File: config.mk
export PLATFORM = sky130hd
export DESIGN_NAME = vector_sequencer
export DESIGN_NICKNAME = d
export VERILOG_FILES = /design/src/rtl/vector_pkg.sv /design/src/rtl/vector_cmd_fifo.sv /design/src/rtl/vector_sequencer.sv
export SDC_FILE = /design/constraint.sdc
export NUM_CORES = 1
export LEC_CHECK = 0
export ABC_AREA = 0
export BUFFER_PORTS_ARGS = -buffer_cell sky130_fd_sc_hd__buf_2
export CORE_AREA = 2 2 217 219
export DETAILED_ROUTE_END_ITERATION = 12
export DIE_AREA = 0 0 219 221
export SLEW_MARGIN = 30
export SYNTH_ARGS = -nofsm -noshare
export SYNTH_HDL_FRONTEND = slang
export SYNTH_SLANG_ARGS = --single-unit
File: constraint.sdc
create_clock -name clk -period 11.1 [get_ports clk]
set_input_delay 1.665 -clock clk [delete_from_list [all_inputs] [get_ports clk]]
set_output_delay 1.665 -clock clk [all_outputs]
set_load 0.05 [all_outputs]
File: src/rtl/vector_pkg.sv
// Shared definitions for the vector sequencer: op-codes, coordinate width,
// the packed FIFO command word and the sequencer state encoding.
package vector_pkg;

  localparam int COORD_W = 12;

  localparam logic [1:0] OP_JUMP      = 2'd0;
  localparam logic [1:0] OP_DRAW      = 2'd1;
  localparam logic [1:0] OP_TRAVEL    = 2'd2;
  localparam logic [1:0] OP_END_FRAME = 2'd3;

  typedef struct packed {
    logic [1:0]         op;
    logic [COORD_W-1:0] x;
    logic [COORD_W-1:0] y;
  } vec_cmd_t;

  localparam int CMD_W = 2 + 2 * COORD_W;

  typedef enum logic [0:0] {
    ST_IDLE = 1'b0,
    ST_HOLD = 1'b1
  } seq_state_t;

  // True for commands that move the beam (everything except END_FRAME).
  function automatic logic is_beam_op(input logic [1:0] op);
    return (op != OP_END_FRAME);
  endfunction

endpackage

File: src/rtl/vector_cmd_fifo.sv
// Synchronous circular command FIFO with count-based full/empty flags.
// DEPTH must be a power of two so the pointers wrap naturally.
module vector_cmd_fifo
  import vector_pkg::*;
#(
  parameter int DEPTH = 16
) (
  input  logic                   clk,
  input  logic                   reset,
  input  logic                   push,
  input  logic [CMD_W-1:0]       push_data,
  input  logic                   pop,
  output logic [CMD_W-1:0]       head_data,
  output logic                   full,
  output logic                   empty,
  output logic [$clog2(DEPTH):0] level
);

  localparam int PTR_W = $clog2(DEPTH);
  localparam logic [PTR_W:0] FULL_COUNT = (PTR_W + 1)'(DEPTH);

  logic [CMD_W-1:0] mem_q [DEPTH];
  logic [CMD_W-1:0] mem_d [DEPTH];
  logic [PTR_W-1:0] wr_ptr_q, wr_ptr_d;
  logic [PTR_W-1:0] rd_ptr_q, rd_ptr_d;
  logic [PTR_W:0]   count_q, count_d;
  logic             do_push;
  logic             do_pop;

  assign full      = (count_q == FULL_COUNT);
  assign empty     = (count_q == '0);
  assign level     = count_q;
  assign head_data = mem_q[rd_ptr_q];

  always_comb begin
    do_push  = push && !full;
    do_pop   = pop && !empty;
    mem_d    = mem_q;
    wr_ptr_d = wr_ptr_q;
    rd_ptr_d = rd_ptr_q;
    count_d  = count_q;
    if (do_push) begin
      mem_d[wr_ptr_q] = push_data;
      wr_ptr_d        = wr_ptr_q + {{(PTR_W-1){1'b0}}, 1'b1};
    end else begin
      wr_ptr_d = wr_ptr_q;
    end
    if (do_pop) begin
      rd_ptr_d = rd_ptr_q + {{(PTR_W-1){1'b0}}, 1'b1};
    end else begin
      rd_ptr_d = rd_ptr_q;
    end
    // Simultaneous push and pop leaves the occupancy unchanged.
    if (do_push && !do_pop) begin
      count_d = count_q + {{PTR_W{1'b0}}, 1'b1};
    end else if (do_pop && !do_push) begin
      count_d = count_q - {{PTR_W{1'b0}}, 1'b1};
    end else begin
      count_d = count_q;
    end
  end

  always_ff @(posedge clk) begin
    if (reset) begin
      wr_ptr_q <= '0;
      rd_ptr_q <= '0;
      count_q  <= '0;
    end else begin
      wr_ptr_q <= wr_ptr_d;
      rd_ptr_q <= rd_ptr_d;
      count_q  <= count_d;
    end
  end

  always_ff @(posedge clk) begin
    mem_q <= mem_d;
  end

endmodule

File: src/rtl/vector_sequencer.sv
// Buffers vector commands and issues them to beam control one per HOLD cycle,
// parking the beam when starved. Optional counters: VECTOR_SEQ_STATS_EN.
module vector_sequencer
  import vector_pkg::*;
#(
  parameter int DEPTH        = 16,
  parameter int PARK_TIMEOUT = 4096,
  parameter int PARK_X       = 2048,
  parameter int PARK_Y       = 2048
) (
  input  logic                   clk,
  input  logic                   reset,
  input  logic                   cmd_valid,
  output logic                   cmd_ready,
  input  logic [1:0]             cmd_op,
  input  logic [11:0]            cmd_x,
  input  logic [11:0]            cmd_y,
  input  logic                   ctl_ready,
  output logic [11:0]            ctl_x,
  output logic [11:0]            ctl_y,
  output logic                   ctl_jump,
  output logic                   ctl_draw,
  output logic                   ctl_travel,
  output logic                   frame_done,
  output logic                   parked,
  output logic [$clog2(DEPTH):0] fifo_level
`ifdef VECTOR_SEQ_STATS_EN
  ,
  output logic [15:0]            frame_count,
  output logic [15:0]            vector_count,
  output logic [15:0]            vector_count_last
`endif
);

  localparam int                 STARVE_W   = 13;
  localparam logic [STARVE_W-1:0] STARVE_MAX = {STARVE_W{1'b1}};
  localparam logic [STARVE_W-1:0] PARK_LIMIT = STARVE_W'(PARK_TIMEOUT);
  localparam logic               PARK_EN    = (PARK_TIMEOUT != 0);
  localparam logic [COORD_W-1:0] PARK_X_C   = COORD_W'(PARK_X);
  localparam logic [COORD_W-1:0] PARK_Y_C   = COORD_W'(PARK_Y);

  seq_state_t          state_q, state_d;
  logic [COORD_W-1:0]  x_q, x_d;
  logic [COORD_W-1:0]  y_q, y_d;
  logic                jump_q, jump_d;
  logic                draw_q, draw_d;
  logic                travel_q, travel_d;
  logic                frame_done_q, frame_done_d;
  logic                parked_q, parked_d;
  logic [STARVE_W-1:0] starve_q, starve_d;

  logic                fifo_full;
  logic                fifo_empty;
  logic                fifo_pop;
  logic [CMD_W-1:0]    head_data;
  vec_cmd_t            head;
  vec_cmd_t            in_cmd;
  logic                starving;
  logic                park_due;
  logic                issue_vec;
  logic                issue_end;

  assign in_cmd    = '{op: cmd_op, x: cmd_x, y: cmd_y};
  assign head      = head_data;
  assign cmd_ready = !fifo_full;

  vector_cmd_fifo #(
    .DEPTH (DEPTH)
  ) u_fifo (
    .clk       (clk),
    .reset     (reset),
    .push      (cmd_valid),
    .push_data (in_cmd),
    .pop       (fifo_pop),
    .head_data (head_data),
    .full      (fifo_full),
    .empty     (fifo_empty),
    .level     (fifo_level)
  );

  assign starving = fifo_empty && ctl_ready && !parked_q;
  assign park_due = PARK_EN && starving && (starve_q >= PARK_LIMIT);

  always_comb begin
    state_d      = state_q;
    x_d          = x_q;
    y_d          = y_q;
    jump_d       = 1'b0;
    draw_d       = 1'b0;
    travel_d     = travel_q;
    frame_done_d = 1'b0;
    parked_d     = parked_q;
    starve_d     = starve_q;
    fifo_pop     = 1'b0;
    issue_vec    = 1'b0;
    issue_end    = 1'b0;
    case (state_q)
      ST_IDLE: begin
        // A queued command always beats a pending park.
        if (!fifo_empty && ctl_ready) begin
          fifo_pop = 1'b1;
          starve_d = '0;
          state_d  = ST_HOLD;
          if (is_beam_op(head.op)) begin
            issue_vec = 1'b1;
            x_d       = head.x;
            y_d       = head.y;
            parked_d  = 1'b0;
            jump_d    = (head.op == OP_JUMP);
            draw_d    = (head.op != OP_JUMP);
            if (head.op != OP_JUMP) begin
              travel_d = (head.op == OP_TRAVEL);
            end else begin
              travel_d = travel_q;
            end
          end else begin
            issue_end    = 1'b1;
            frame_done_d = 1'b1;
          end
        end else if (park_due) begin
          jump_d   = 1'b1;
          x_d      = PARK_X_C;
          y_d      = PARK_Y_C;
          parked_d = 1'b1;
          starve_d = '0;
          state_d  = ST_HOLD;
        end else if (starving && (starve_q != STARVE_MAX)) begin
          starve_d = starve_q + {{(STARVE_W-1){1'b0}}, 1'b1};
        end else begin
          starve_d = starve_q;
        end
      end
      ST_HOLD: begin
        state_d = ST_IDLE;
      end
      default: begin
        state_d = ST_IDLE;
      end
    endcase
  end

  always_ff @(posedge clk) begin
    if (reset) begin
      state_q      <= ST_IDLE;
      x_q          <= PARK_X_C;
      y_q          <= PARK_Y_C;
      jump_q       <= 1'b0;
      draw_q       <= 1'b0;
      travel_q     <= 1'b0;
      frame_done_q <= 1'b0;
      parked_q     <= 1'b0;
      starve_q     <= '0;
    end else begin
      state_q      <= state_d;
      x_q          <= x_d;
      y_q          <= y_d;
      jump_q       <= jump_d;
      draw_q       <= draw_d;
      travel_q     <= travel_d;
      frame_done_q <= frame_done_d;
      parked_q     <= parked_d;
      starve_q     <= starve_d;
    end
  end

  assign ctl_x      = x_q;
  assign ctl_y      = y_q;
  assign ctl_jump   = jump_q;
  assign ctl_draw   = draw_q;
  assign ctl_travel = travel_q;
  assign frame_done = frame_done_q;
  assign parked     = parked_q;

`ifdef VECTOR_SEQ_STATS_EN
  logic [15:0] frame_count_q, frame_count_d;
  logic [15:0] vector_count_q, vector_count_d;
  logic [15:0] vector_last_q, vector_last_d;

  // Park jumps are not host vectors, so only issue_vec advances the count.
  always_comb begin
    frame_count_d  = frame_count_q;
    vector_count_d = vector_count_q;
    vector_last_d  = vector_last_q;
    if (issue_end) begin
      frame_count_d  = frame_count_q + 16'd1;
      vector_last_d  = vector_count_q;
      vector_count_d = 16'd0;
    end else if (issue_vec) begin
      vector_count_d = vector_count_q + 16'd1;
    end else begin
      vector_count_d = vector_count_q;
    end
  end

  always_ff @(posedge clk) begin
    if (reset) begin
      frame_count_q  <= 16'd0;
      vector_count_q <= 16'd0;
      vector_last_q  <= 16'd0;
    end else begin
      frame_count_q  <= frame_count_d;
      vector_count_q <= vector_count_d;
      vector_last_q  <= vector_last_d;
    end
  end

  assign frame_count       = frame_count_q;
  assign vector_count      = vector_count_q;
  assign vector_count_last = vector_last_q;
`endif

endmodule

==> metrics <==
leak pwr 6.903 nW; pwr/cell area 214.1 mW/mm^2; Max Slew Vio Count 0; Die H 221 um; Critical Path Start u_fifo.rd_ptr_q[0]; Synth cell types 52; initial antenna violation count 2; top_reg_cell synth edfxtp_1; dpl ws 6727 ps; endpoints failing setup 0; Die Wd 219 um; clk buf depth 3; CTS clk-pin slew, worst paths 60 ps; post-cts resize count 0; Setup crit start kind register; Worst VDD drop 0.1430 mV; initial core utilization 39.73%; Global Route Usage Sum 16.28%; placed insts 1553; fraction of layout cells with a size suffix above 1 29.19%; Final period util 37.10%; average size of a mapped cell 20.33 um^2; reg2reg start u_fifo.rd_ptr_q[0]; die area 0.04840 mm^2; Setup CP Type reg2reg; unrepaired setup endpoints after global routing no; setup slack after layout 6982 ps; fillcell total 3932; Synth Cell Area 0.01830 mm^2; Fin Setup TNS 0 ps; DR pass1 iterations 5; Crit Path Max Fanout 42; antenna-violating nets left 0; via/cell ratio 5.372; drt total wl 38.43 mm; Worst EP required 11630 ps; number of synthesized flops with an enable pin 416; yosys warns 0; Async S/R FF share, synth 0%; first-pass GRT wire length 58.65 mm; clk root buf clkbuf_16; IO Port Bufs 64; global route overflow 0; DRC viols 0; Syn Inst Count 900; synthesized flop and latch total 472; post-synthesis sequential area ratio 74.38%; Final nets 1042; hold_buf cts 0; Area Growth Syn to Fin 16.33%; Hold Crit Class reg2reg; total number of clock tree sinks 472; Final Wtd Congestion 0.7551; Slew @ Worst Pin 962.5 ps; Slew Limit Headroom 35.83%; maxcap violations 0; clock skew 18.38 ps; outcome completed; Mapped Nets 945; final hold viol count 0; largest net degree at the start of global routing 64; Final Instance Count excl. Fillers 1646; fin area 0.02129 mm^2; CTS Buf Count 49; # rows 79; clk_lat worst skew 590 ps; routed length per instance 23.35 um; drt first-iter violations 707; min-delay src ctl_y[10]; CTS tree done; CORE AREA 0.04606 mm^2; fin crit period 4118 ps; Post-CTS Setup Bufs 0; number of global-route vias before repair 9251; # IOs 65; Peak Freq 0.2428 GHz; Worst setup EP type register; htree depth 2; Vias 8842; post-DP HPWL 21.69 mm; placed cell areas 0.01973 mm^2; Worst Path Arrival 4640 ps; total power 4.558 mW
path summary, 6_finish.rpt:
kind          endpoint  slack [ps]  cells past startpoint
max reg2reg   ctl_x[8]        6980                     10
min reg2reg  ctl_y[10]         450                      1
max           ctl_x[8]        6980                     10
min          ctl_y[10]         450                      1
placed cells by master, fill, tap and decap left out, types with 3 or more instances in the layout:
cell type  instances
clkbuf_1          22
and3_1             4
mux2_2             5
mux2i_1           47
dfxtp_4            3
o21ai_0            4
clkinv_1           3
nand2b_1           3
ha_1              14
a21oi_1           15
inv_1             11
buf_16            12
o22ai_1           24
a211oi_1           5
nand3b_1           4
buf_4             13
clkbuf_16         49
nand3_1            7
nor3_1             3
nand4_1            3
xor2_1             6
a21o_1            24
clkbuf_8           4
dfxtp_1           53
nor2b_1            4
a2111oi_0          3
buf_2             64
xnor2_1           10
mux4_2           106
nand2_1           10
nor2_4            12
clkinv_2           7
nor3_2             3
nor2_1            27
edfxtp_1         416
layout make-up:
cell class,instances,area [um^2],share of cell area [%]
inverter,13,48.80,0.2292
sequential,472,13620,64.00
multi-input combinational,368,4502,21.15
clock inverter,17,187.7,0.8816
antenna,1,2.502,0.01175
clock buffer,75,1364,6.406
timing repair buffer,93,800.8,3.761
tap,607,759.5,3.567
cells in the mapped netlist (2+ instances only):
cell	n	area (um^2)
a2111oi_0	3	26.28
a211oi_1	5	37.54
a21o_1	24	180.2
a21oi_1	15	75.07
and3_1	4	25.02
buf_1	6	22.52
buf_2	11	55.05
buf_4	5	37.54
buf_6	6	67.56
clkbuf_1	19	71.32
dfxtp_1	56	1121
edfxtp_1	416	12490
ha_1	14	175.2
inv_1	11	41.29
inv_2	2	7.510
mux2_2	5	56.30
mux2i_1	47	470.5
mux4_2	106	2387
nand2_1	10	37.54
nand2b_1	3	18.77
nand3_1	7	35.03
nand3b_1	4	30.03
nand4_1	3	18.77
nor2_1	39	146.4
nor2b_1	4	25.02
nor3_1	7	35.03
o211ai_1	2	15.01
o211ai_4	2	42.54
o21ai_0	4	20.02
o22ai_1	24	150.1
xnor2_1	10	87.58
xor2_1	6	52.55
worst max-delay path, cell delays in order (launching register included):
cell and delay, ps:
dfxtp_4 550, buf_4 770, mux4_2 590, mux4_2 510, ha_1 290, nor4b_4 410, o211ai_4 250, buf_8 230
buf_8 150, o22ai_1 180, a21o_1 100
flip-flops by register name, summed over array words and instances, names as in the netlist:
signal and count:
u_fifo.mem_q 416, starve_q 13, ctl_x 12, ctl_y 12, u_fifo.level 5, u_fifo.rd_ptr_q 4, u_fifo.wr_ptr_q 4, ctl_draw 1
ctl_jump 1, ctl_travel 1, frame_done 1, parked 1, state_q 1
metrics by stage:
stage	hold slack [ps]	utilization, %
6_report	450.8	46.22
5_1_grt	462.6	46.21
4_1_cts	449.5	46.20
3_5_place_dp	436.0	42.83
3_3_place_gp	434.2	42.03
2_1_floorplan	451.2	-
cell families (layout without fill, tap and decap cells):
group / Yosys count / in the layout / share of synthesized area (%)
DFF: 472 / 472 / 74.38
muxes: 158 / 158 / 15.92
AOI/OAI and AO/OA: 91 / 91 / 3.733
and+or+nand+nor: 88 / 88 / 2.475
buffers and inverters: 60 / 198 / 1.654
xor gates and xnor gates: 16 / 16 / 0.7657
adders and majority gates: 15 / 15 / 1.067
other: 0 / 1 / 0
layer usage:
layer | vias up | share of wire, % | global-route usage [%]
met2 | 217 | 47 | 25.27
met3 | 66 | 4.6 | 2.694
met5 | - | 0.029 | 0
met1 | 4678 | 46 | 23.71
met4 | 2 | 2.3 | 4.948
li1 | 3879 | - | -
where the power goes:
part / switching [mW] / leakage (nW) / internal (mW)
logic: 0.535 / 1.94 / 0.339
registers: 0.0801 / 4.21 / 2.03
clock network: 0.676 / 0.747 / 0.900
(Power assumes the default switching activity.)
